`src/rtl/compressor_sequencer.sv`:
```
// Sequencer feeding row beats into a bit-serial compressor's operand shift registers,
// then waiting a fixed settle time and handing the captured result to a consumer.
module compressor_sequencer #(
    parameter int ROWS    = 12,
    parameter int COLS    = 12,
    parameter int DW      = 17,
    parameter int LATENCY = 2
) (
    input  logic            clk,
    input  logic            rst,
    input  logic            in_valid,
    output logic            in_ready,
    input  logic [COLS-1:0] in_data,
    input  logic            abort,
    output logic            sh_en,
    output logic [COLS-1:0] sh_bits,
    output logic            sh_clr,
    input  logic [DW-1:0]   res,
    output logic            out_valid,
    input  logic            out_ready,
    output logic [DW-1:0]   out_data,
    output logic            busy
);
    localparam int RW = (ROWS > 1) ? $clog2(ROWS) : 1;

    typedef enum logic [1:0] {LOAD, WAIT, OUT} state_t;

    state_t          state_reg;
    logic [RW-1:0]   row_cnt_reg;
    logic [3:0]      wait_cnt_reg;
    logic            out_valid_reg;
    logic [DW-1:0]   out_data_reg;

    logic in_load;
    logic handoff;

    // Reset gates every combinational output so the shift registers stay cleared while rst is high.
    assign in_load  = (state_reg == LOAD) && !rst;
    assign handoff  = (state_reg == OUT) && out_valid_reg && out_ready && !rst;

    assign in_ready = in_load;
    assign sh_en    = in_load && in_valid && !abort;
    assign sh_clr   = rst || (in_load && abort) || handoff;
    assign busy     = !rst && !((state_reg == LOAD) && (row_cnt_reg == '0));

    assign out_valid = out_valid_reg;
    assign out_data  = out_data_reg;

    generate
        for (genvar gi = 0; gi < COLS; gi++) begin : g_bits
            assign sh_bits[gi] = in_data[gi] && in_load;
        end
    endgenerate

    always_ff @(posedge clk) begin
        if (rst) begin
            state_reg     <= LOAD;
            row_cnt_reg   <= '0;
            wait_cnt_reg  <= '0;
            out_valid_reg <= 1'b0;
            out_data_reg  <= '0;
        end else begin
            case (state_reg)
                LOAD: begin
                    if (abort) begin
                        row_cnt_reg <= '0;
                    end else if (in_valid) begin
                        if (row_cnt_reg == RW'(ROWS - 1)) begin
                            row_cnt_reg  <= '0;
                            wait_cnt_reg <= 4'(LATENCY);
                            state_reg    <= WAIT;
                        end else begin
                            row_cnt_reg <= row_cnt_reg + RW'(1);
                        end
                    end
                end
                WAIT: begin
                    if (wait_cnt_reg != 4'd0) begin
                        wait_cnt_reg <= wait_cnt_reg - 4'd1;
                    end else begin
                        out_data_reg  <= res;
                        out_valid_reg <= 1'b1;
                        state_reg     <= OUT;
                    end
                end
                OUT: begin
                    if (out_ready) begin
                        out_valid_reg <= 1'b0;
                        state_reg     <= LOAD;
                    end
                end
                default: begin
                    state_reg <= LOAD;
                end
            endcase
        end
    end
endmodule

```
`config.mk`:
```
export PLATFORM = sky130hd
export DESIGN_NAME = compressor_sequencer
export DESIGN_NICKNAME = d
export VERILOG_FILES = /design/src/rtl/compressor_sequencer.sv
export SDC_FILE = /design/constraint.sdc
export NUM_CORES = 1
export LEC_CHECK = 0
export ABC_AREA = 1
export BUFFER_PORTS_ARGS = -buffer_cell sky130_fd_sc_hd__buf_2
export CORE_AREA = 2 2 59 61
export CTS_CLUSTER_SIZE = 20
export DETAILED_ROUTE_END_ITERATION = 7
export DIE_AREA = 0 0 61 63
export GPL_ROUTABILITY_DRIVEN = 1
export GPL_TIMING_DRIVEN = 1
export PLACE_DENSITY = 0.84
export SLEW_MARGIN = 20
export SYNTH_ARGS = -nofsm -noshare
export SYNTH_HDL_FRONTEND = slang
export SYNTH_SLANG_ARGS = --single-unit
```
`constraint.sdc`:
```
create_clock -name clk -period 1.5 [get_ports clk]
set_input_delay 0.225 -clock clk [delete_from_list [all_inputs] [get_ports clk]]
set_output_delay 0.225 -clock clk [all_outputs]
set_load 0.1 [all_outputs]
```
==> flow_summary.json, run 1 <==
{
  "outcome": "finished with violations",
  "violations": "setup timing",
  "path_max_fanout": 6,
  "fin_skew_ns": 0.00331,
  "switching_power_uw": 502,
  "syn_to_final_growth_pct": 80.5,
  "ir_drop_mv": 0.661,
  "fill_cells": 197,
  "p_leak_uw": 0.00118,
  "seq_power_share": 0.481,
  "pwr-share-clk": 0.240,
  "synth-seq-cells": 28,
  "worst_slack_ns": -0.224,
  "syn-num-nets": 236,
  "fmax_ghz": 0.580,
  "combPwrFrac": 0.278,
  "firstDrtPassIters": 4,
  "grt_overflow_total": 0,
  "port_buffers": 67,
  "cts.path.max_buffers": 2,
  "cts-root-buf": "clkbuf_4",
  "critPathRequiredTime_ns": 1.75,
  "layout_worst_path_cycle_share": 1.15,
  "layout-drive-gt1-share": 0.521,
  "dpl.cell_count": 309,
  "gr-max-usage-layer": "met2",
  "drt-initial-drc-count": 63,
  "num_vias": 1651,
  "dp_hpwl_um": 2650,
  "worst_skew_pair.late_latency_ns": 0.32,
  "via_per_inst": 4.97,
  "critPathLaunchType": "register",
  "clk_pin_slew_ns": 0.15,
  "die_w_um": 61,
  "crit_family": "buffers and inverters",
  "period_minus_slack_ns": 1.72,
  "grt_max_degree": 20,
  "gp_congestion": 0.791,
  "die_y_um": 63,
  "use_met2": 0.339,
  "ioPinCount": 68,
  "maxCapViolations": 0,
  "ys_types": 24,
  "rows": 21,
  "cts_num_sinks": 28,
  "core_mm2": 0.00323,
  "maxSlewHeadroom": 0.671,
  "met3_usage": 0.0435,
  "min_path_type": "input pin to register",
  "cts_tree": "built",
  "end_kind": "register",
  "wl_um": 4800,
  "met1_usage": 0.208,
  "wl_per_cell_um": 14.4,
  "slowest_stage": "dfxtp_4",
  "diodes": 0,
  "grt_pass1_wl_um": 5710,
  "switching_share": 0.325,
  "grt_pass1_vias": 1436,
  "power.internal_uw": 1040,
  "nNetsFinal": 325,
  "cellPowerDensity_mw_per_mm2": 623,
  "syn_inst": 198,
  "slowest_delay_ns": 0.39,
  "placed_area_mm2": 0.00213,
  "dieArea_mm2": 0.00384,
  "synth_area_leaders": "dfxtp_1 41%, nor2_1 14%, inv_1 7.9%",
  "final_area_mm2": 0.00248,
  "grt_usage": 0.184,
  "ant_nets": 0,
  "initial_core_util": 0.425,
  "yosysSeqAreaShare": 0.408,
  "critPathBufInv": 6,
  "drc": 0,
  "syn-cell-area_mm2": 0.00137,
  "rsz0062_at_grt": "yes",
  "largest_reg_flops": 17,
  "antenna_found_initial": 0,
  "place_ws_ns": 0.0578,
  "drv_slew": 0,
  "power_uw": 1550,
  "yosysTopAreaCell": "dfxtp_1",
  "critical_path_class": "register to register",
  "cts-buffers-inserted": 3,
  "ys.warnings.count": 0,
  "crit_chain": "buf_4 > buf_6 > inv_4 > buf_4 > nor2_4 > inv_4 > nor2_8 > clkbuf_16 > o21ai_1 > nor2_1",
  "syn_area_per_cell_um2": 6.94,
  "setup_viol": 35,
  "h-tree-depth": 1,
  "tightestPinTransition_ns": 0.497,
  "synth_top_area_frac": 0.408,
  "instances_no_fill": 332,
  "hold_viol": 0,
  "worstPathArrival_ns": 1.98
}
[final timing paths]
kind                                              startpoint                      endpoint  slack, ns  cells after the start
worst max-delay path               state_reg[0]$_SDFFE_PP0P_      out_data[7]$_SDFFE_PP0P_      -0.22                     10
worst min-delay path                                 res[13]     out_data[13]$_SDFFE_PP0P_       0.11                      3
worst max register to register     state_reg[0]$_SDFFE_PP0P_      out_data[7]$_SDFFE_PP0P_      -0.22                     10
worst min register to register  wait_cnt_reg[0]$_SDFFE_PP0P_  wait_cnt_reg[0]$_SDFFE_PP0P_       0.51                      2
[synth_stat cells]
library cell and number:
inv_1 29, buf_6 2, nor2_8 1, buf_1 1, nand4_1 2, nand3_1 6
nor2_4 2, o21bai_1 1, nand2_1 27, buf_2 2, o21ai_1 10, clkbuf_1 1
ha_1 4, a21oi_1 6, o21ai_0 9, nor2_1 50, nor3_1 2, nor2_2 8
dfxtp_1 28, xnor2_1 1, inv_4 1, inv_2 2, a21oi_2 2, o31ai_1 1
[per-layer routing]
layer	routed length [µm]	share of wire
met1	1630	0.34
met2	2580	0.54
met3	404	0.084
met4	181	0.038
met5	0	0
[cells in the final DEF, fill, tap and decap left out, types with 3 or more instances in the layout]
| cell type | n |
|---|---|
| buf_2 | 51 |
| nor2_1 | 27 |
| nor2_4 | 26 |
| inv_1 | 25 |
| dfxtp_1 | 25 |
| nand2_1 | 21 |
| buf_12 | 18 |
| buf_4 | 15 |
| o21ai_1 | 10 |
| o21ai_0 | 8 |
| nor2_2 | 7 |
| nand2_2 | 6 |
| a21oi_1 | 6 |
| nand3_1 | 5 |
| ha_1 | 4 |
| clkbuf_4 | 3 |
| buf_6 | 3 |
[final cells by class]
class	instances	area [µm²]	share of cell area
clock buffers	4	36.3	0.0146
inverters	32	146	0.0590
multi-input cells	132	863	0.348
flip-flops and latches	28	569	0.230
well taps	46	57.6	0.0232
repair buffers	88	787	0.317
repair inverters	2	20.0	0.00807
[timing repair]
action | in CTS | in global routing
pin swaps | 3 | 6
gates resized for setup | 7 | 35
gates cloned | 0 | 3
setup endpoints to repair | 16 | 38
hold buffers | 0 | 0
buffers inserted | 5 | 11
[worst reg2reg max path: stages (launching register included)]
cell	delay, ns
dfxtp_4	0.39
buf_4	0.11
buf_6	0.09
inv_4	0.04
buf_4	0.14
nor2_4	0.15
inv_4	0.07
nor2_8	0.21
clkbuf_16	0.19
o21ai_1	0.09
nor2_1	0.18
[kinds of logic (layout without fill, tap and decap cells)]
family	Yosys count	in the layout	share of synthesized area
and+or+nand+nor	98	98	0.316
buffers and inverters	38	126	0.118
AOI/OAI and AO/OA	29	29	0.115
DFF	28	28	0.408
adders and majority gates	4	4	0.0364
xor gates and xnor gates	1	1	0.00638
[per-stage QoR]
| step | setup TNS (ns) | util | hold WS, ns |
|---|---|---|---|
| 2_1_floorplan | -6.81 | - | 0.353 |
| 3_5_place_dp | 0 | 0.659 | 0.453 |
| 6_report | -5.44 | 0.767 | 0.112 |
| 5_1_grt | -7.48 | 0.767 | 0.0953 |
| 4_1_cts | -2.77 | 0.687 | 0.117 |
| 3_3_place_gp | 0 | 0.659 | 0.445 |
[power by group through the flow]
| stage | combinational, µW | sequential [µW] | clock (µW) |
|---|---|---|---|
| 6_report | 430 | 744 | 372 |
| 5_1_grt | 446 | 745 | 407 |
| 4_1_cts | 417 | 746 | 365 |
| 3_5_place_dp | 410 | 763 | 0 |
| 3_3_place_gp | 405 | 763 | 0 |
| 2_1_floorplan | 250 | 763 | 0 |
(Power assumes the default switching activity.)
==> run 2, diff against run 1 <==
CORE_AREA = 2 2 70 52   (was 2 2 59 61)
DIE_AREA = 0 0 72 54   (was 0 0 61 63)
clock period = 1.97 ns   (was 1.5 ns; I/O delays follow)
==> run 2 against run 1 <==
Compared with the run above:
- via count is 15% lower
- non-clock buffer count is 20 lower
- wire length is 35% lower
- largest cell class unchanged
- highest routed layer unchanged
- the run now ends clean
- largest power group unchanged
- clock skew is 0.0011 ns lower
==> flow_summary.json, run 2 (synthesized netlist as in run 1, its figures left out) <==
{
  "firstDrtPassIters": 4,
  "pwr-share-clk": 0.353,
  "drt-initial-drc-count": 57,
  "power.internal_uw": 906,
  "most-common-layout-cells": "53 x buf_2, 37 x nor2_1, 27 x inv_1, 26 x nand2_1, 26 x dfxtp_1",
  "grt_max_degree": 20,
  "dp_hpwl_um": 2280,
  "min_path_type": "input pin to register",
  "period_minus_slack_ns": 1.86,
  "diodes": 0,
  "seq_power_share": 0.445,
  "core_mm2": 0.00331,
  "cellPowerDensity_mw_per_mm2": 646,
  "end_kind": "output pin",
  "grt_pass1_wl_um": 5150,
  "dieArea_mm2": 0.00389,
  "die_y_um": 54,
  "p_leak_uw": 0.00102,
  "layout-drive-gt1-share": 0.405,
  "num_vias": 1398,
  "reg2reg_slack_ns": 0.47,
  "fin_skew_ns": 0.00225,
  "grt_overflow_total": 0,
  "antenna_found_initial": 0,
  "switching_power_uw": 369,
  "die_w_um": 72,
  "worstPathArrival_ns": 1.56,
  "tightestPinTransition_ns": 0.495,
  "drc": 0,
  "gp_congestion": 0.746,
  "ant_nets": 0,
  "hold_viol": 0,
  "postCtsSetupBuffers": 0,
  "outcome": "finished clean",
  "cts_tree": "built",
  "cts-buffers-inserted": 3,
  "grt_pass1_vias": 1256,
  "initial_core_util": 0.415,
  "critical_path_class": "register to output pin",
  "ir_drop_mv": 0.498,
  "h-tree-depth": 1,
  "placed_area_mm2": 0.00187,
  "cts-root-buf": "clkbuf_8",
  "drv_slew": 0,
  "critPathRequiredTime_ns": 1.67,
  "critPathLaunchType": "register",
  "grt_usage": 0.169,
  "nNetsFinal": 303,
  "layout_worst_path_cycle_share": 0.942,
  "maxSlewHeadroom": 0.672,
  "via_per_inst": 4.60,
  "maxCapViolations": 0,
  "hold-worst-slack_ns": 0.238,
  "largest_reg_flops": 17,
  "port_buffers": 67,
  "cts.path.max_buffers": 2,
  "fmax_ghz": 0.539,
  "worst_skew_pair.late_latency_ns": 0.27,
  "switching_share": 0.290,
  "rows": 18,
  "setup_viol": 0,
  "path_max_fanout": 12,
  "wl_um": 3100,
  "combPwrFrac": 0.202,
  "final_area_mm2": 0.00197,
  "clk_pin_slew_ns": 0.09,
  "ioPinCount": 68,
  "power_uw": 1280,
  "syn_to_final_growth_pct": 43.7,
  "layout_commonest_cell": "buf_2",
  "wl_per_cell_um": 10.2,
  "cts_num_sinks": 28,
  "rsz0062_at_grt": "no"
}
==> run 2: cell count changes in the layout (fill, tap and decap cells not counted), moves of 9 or more <==
cell | before | now
buf_4 | 15 | 1
nor2_4 | 26 | 15
nor2_1 | 27 | 37
clkbuf_4 | 3 | 12
buf_12 | 18 | 2
==> run 2: final timing paths <==
path	cells after the start	startpoint	endpoint
max	6	state_reg[0]$_SDFFE_PP0P_	sh_bits[9]
min	3	res[8]	out_data[8]$_SDFFE_PP0P_
max reg2reg	7	wait_cnt_reg[0]$_SDFFE_PP0P_	out_data[6]$_SDFFE_PP0P_
min reg2reg	2	wait_cnt_reg[0]$_SDFFE_PP0P_	wait_cnt_reg[0]$_SDFFE_PP0P_
==> run 2: layout make-up <==
type / count / area (µm²)
fillers: 293 / 1340
multi-input cells: 132 / 762
flip-flops and latches: 28 / 563
repair buffers: 68 / 403
inverters: 32 / 125
well taps: 40 / 50.0
clock buffers: 3 / 41.3
clock inverters: 1 / 30.0
==> run 2: power groups by stage <==
stage               combinational (µW)  clock, µW  sequential, µW
floorplan                          190          0             581
global placement                   248          0             581
detailed placement                 251          0             581
CTS                                252        466             568
global route                       271        486             568
finish                             258        450             568
==> run 2: through the flow <==
step	setup WS (ns)	cells	setup TNS, ns	utilization
after floorplan	-0.190	198	-1.70	-
after global placement	0.357	300	0	0.566
after detailed placement	0.324	300	0	0.566
after CTS	0.00567	304	0	0.587
after global routing	0.0241	304	0	0.596
final	0.115	304	0	0.596
==> run 2: repair_timing <==
item	4_1_cts	5_1_grt
hold buffers	0	0
gates resized for setup	0	12
endpoints found under the setup margin	0	12
==> run 2: critical path, stage by stage (launching register included) <==
cell,delay [ns]
dfxtp_2,0.36
nor2_4,0.17
inv_2,0.06
nor2_4,0.13
inv_4,0.14
nor2_4,0.11
clkbuf_4,0.33
==> run 2: metal layers <==
metal | part of all wire | vias up | track usage
li1 | - | 739 | -
met1 | 0.46 | 599 | 0.196
met2 | 0.43 | 58 | 0.306
met3 | 0.10 | 2 | 0.0543
met4 | 0.0029 | 0 | 0.0472
met5 | 0 | - | 0
==> run 3, diff against run 2 <==
CELL_PAD_IN_SITES_DETAIL_PLACEMENT = 1   (was default)
CELL_PAD_IN_SITES_GLOBAL_PLACEMENT = 2   (was default)
CORE_AREA = 2 2 96 70   (was 2 2 70 52)
DIE_AREA = 0 0 98 72   (was 0 0 72 54)
PLACE_DENSITY = 0.86   (was 0.84)
==> run 3 against run 2 <==
Compared with the run above:
- register-to-register slack better by 0.03 ns
- power up 1.4%
- non-clock buffer count up 2
- combinational power about the same
- flip-flop and latch count unchanged
- critical path type unchanged
==> flow_summary.json, run 3 (synthesized netlist as in run 1, its figures left out) <==
{
  "outcome": "finished clean",
  "switching_share": 0.298,
  "combPwrFrac": 0.202,
  "initial_core_util": 0.225,
  "rr_endpoint": "out_data[11]$_SDFFE_PP0P_",
  "power.internal_uw": 909,
  "cts.path.max_buffers": 2,
  "largest_reg_flops": 17,
  "p_leak_uw": 0.00104,
  "postCtsHoldBufs": 0,
  "gp_congestion": 0.737,
  "hold-worst-slack_ns": 0.229,
  "ioPinCount": 68,
  "cellPowerDensity_mw_per_mm2": 636,
  "dieArea_mm2": 0.00706,
  "antenna_found_initial": 0,
  "seq_power_share": 0.439,
  "drc": 0,
  "grt_overflow_total": 0,
  "die_w_um": 98,
  "firstDrtPassIters": 4,
  "grt_pass1_wl_um": 6350,
  "pwr-share-clk": 0.359,
  "path_max_fanout": 6,
  "num_vias": 1450,
  "tightestPinTransition_ns": 0.500,
  "rr_startpoint": "wait_cnt_reg[0]$_SDFFE_PP0P_",
  "utilization": 0.334,
  "fin_skew_ns": 0.00692,
  "startpoint": "state_reg[0]$_SDFFE_PP0P_",
  "drt-initial-drc-count": 24,
  "endpoint": "sh_en",
  "layout_worst_path_cycle_share": 0.940,
  "grt_max_degree": 20,
  "grt_usage": 0.108,
  "via_per_inst": 4.22,
  "setup_viol": 0,
  "worst_slack_ns": 0.119,
  "area.sequential_um2": 563,
  "fmax_ghz": 0.540,
  "clk_pin_slew_ns": 0.10,
  "rows": 24,
  "wl_um": 3840,
  "place_ws_ns": 0.293,
  "h-tree-depth": 1,
  "diodes": 0,
  "cts-root-buf": "clkbuf_8",
  "min_path_type": "input pin to register",
  "cts_tree": "built",
  "drv_slew": 0,
  "reg2reg_slack_ns": 0.50,
  "layout_commonest_cell": "buf_2",
  "wl_per_cell_um": 11.2,
  "rr_worst_depth": 7,
  "syn_to_final_growth_pct": 48.1,
  "critical_path_class": "register to output pin",
  "core_mm2": 0.00610,
  "fin_tns_setup_ns": 0,
  "end_kind": "output pin",
  "postCtsSetupBuffers": 0,
  "dpl.cell_count": 340,
  "layout-drive-gt1-share": 0.410,
  "critPathRequiredTime_ns": 1.67,
  "port_buffers": 67,
  "cts-buffers-inserted": 3,
  "rsz0062_at_grt": "no",
  "most-common-layout-cells": "54 x buf_2, 37 x nor2_1, 27 x inv_1, 26 x nand2_1, 26 x dfxtp_1",
  "cts_num_sinks": 28,
  "die_y_um": 72,
  "nNetsFinal": 305,
  "critPathLaunchType": "register",
  "worst_skew_pair.late_latency_ns": 0.28,
  "maxCapViolations": 0,
  "switching_power_uw": 385,
  "fill_cells": 789,
  "worstPathArrival_ns": 1.56,
  "period_minus_slack_ns": 1.85,
  "ant_nets": 0,
  "hold_viol": 0,
  "multi_input_comb_area_um2": 762,
  "maxSlewHeadroom": 0.669,
  "ir_drop_mv": 0.253,
  "grt_pass1_vias": 1431,
  "dp_hpwl_um": 2950,
  "instances_no_fill": 344
}
-- run 3: cell types whose count changed in the layout (fill, tap and decap cells not counted), sizes merged --
cell    delta
buf       +14
clkbuf    -12
-- run 3: how the worst min path moves through the flow --
stage                                            start                            to  cells after the start
final                                          res[14]     out_data[14]$_SDFFE_PP0P_                      3
after global routing                            res[7]      out_data[7]$_SDFFE_PP0P_                      3
after CTS                                      res[14]     out_data[14]$_SDFFE_PP0P_                      3
after detailed placement  wait_cnt_reg[0]$_SDFFE_PP0P_  wait_cnt_reg[0]$_SDFFE_PP0P_                      2
after global placement    wait_cnt_reg[0]$_SDFFE_PP0P_  wait_cnt_reg[0]$_SDFFE_PP0P_                      2
after floorplan                                 res[0]      out_data[0]$_SDFFE_PP0P_                      2
-- run 3: power by group through the flow --
| stage | combinational, µW | sequential [µW] | clock, µW |
|---|---|---|---|
| 2_1_floorplan | 190 | 581 | 0 |
| 3_3_place_gp | 252 | 581 | 0 |
| 3_5_place_dp | 255 | 581 | 0 |
| 4_1_cts | 263 | 568 | 489 |
| 5_1_grt | 275 | 569 | 512 |
| 6_report | 261 | 568 | 464 |
-- run 3: area by class of cell --
cell class | instances | share of cell area
Tap cell | 78 | 0.0480
Clock buffer | 3 | 0.0203
Multi-Input combinational cell | 132 | 0.375
Sequential cell | 28 | 0.277
Timing Repair Buffer | 70 | 0.204
Inverter | 32 | 0.0615
Clock inverter | 1 | 0.0148
-- run 3: per-layer routing --
layer | global-route usage | share of wire | vias up
met5 | 0 | 0 | -
met4 | 0.0185 | 0.0026 | 0
met3 | 0.0434 | 0.11 | 2
met2 | 0.171 | 0.40 | 60
met1 | 0.141 | 0.49 | 648
li1 | - | - | 740
-- run 3: repair_timing --
item                                    4_1_cts  5_1_grt
endpoints found under the setup margin       11        0
endpoints found under the hold margin         0        0
gates resized for setup                      11        0
-- run 3: critical path: stages (launching register included) --
cell and delay [ns]:
dfxtp_2 0.36, nor2_4 0.18, nand2_1 0.14, nor3_4 0.14, buf_2 0.45
-- run 3: stage by stage --
| step | instance area [µm²] | power (µW) |
|---|---|---|
| 2_1_floorplan | 1510 | 771 |
| 3_3_place_gp | 1940 | 833 |
| 3_5_place_dp | 1940 | 836 |
| 4_1_cts | 2030 | 1320 |
| 5_1_grt | 2030 | 1360 |
| 6_report | 2030 | 1290 |
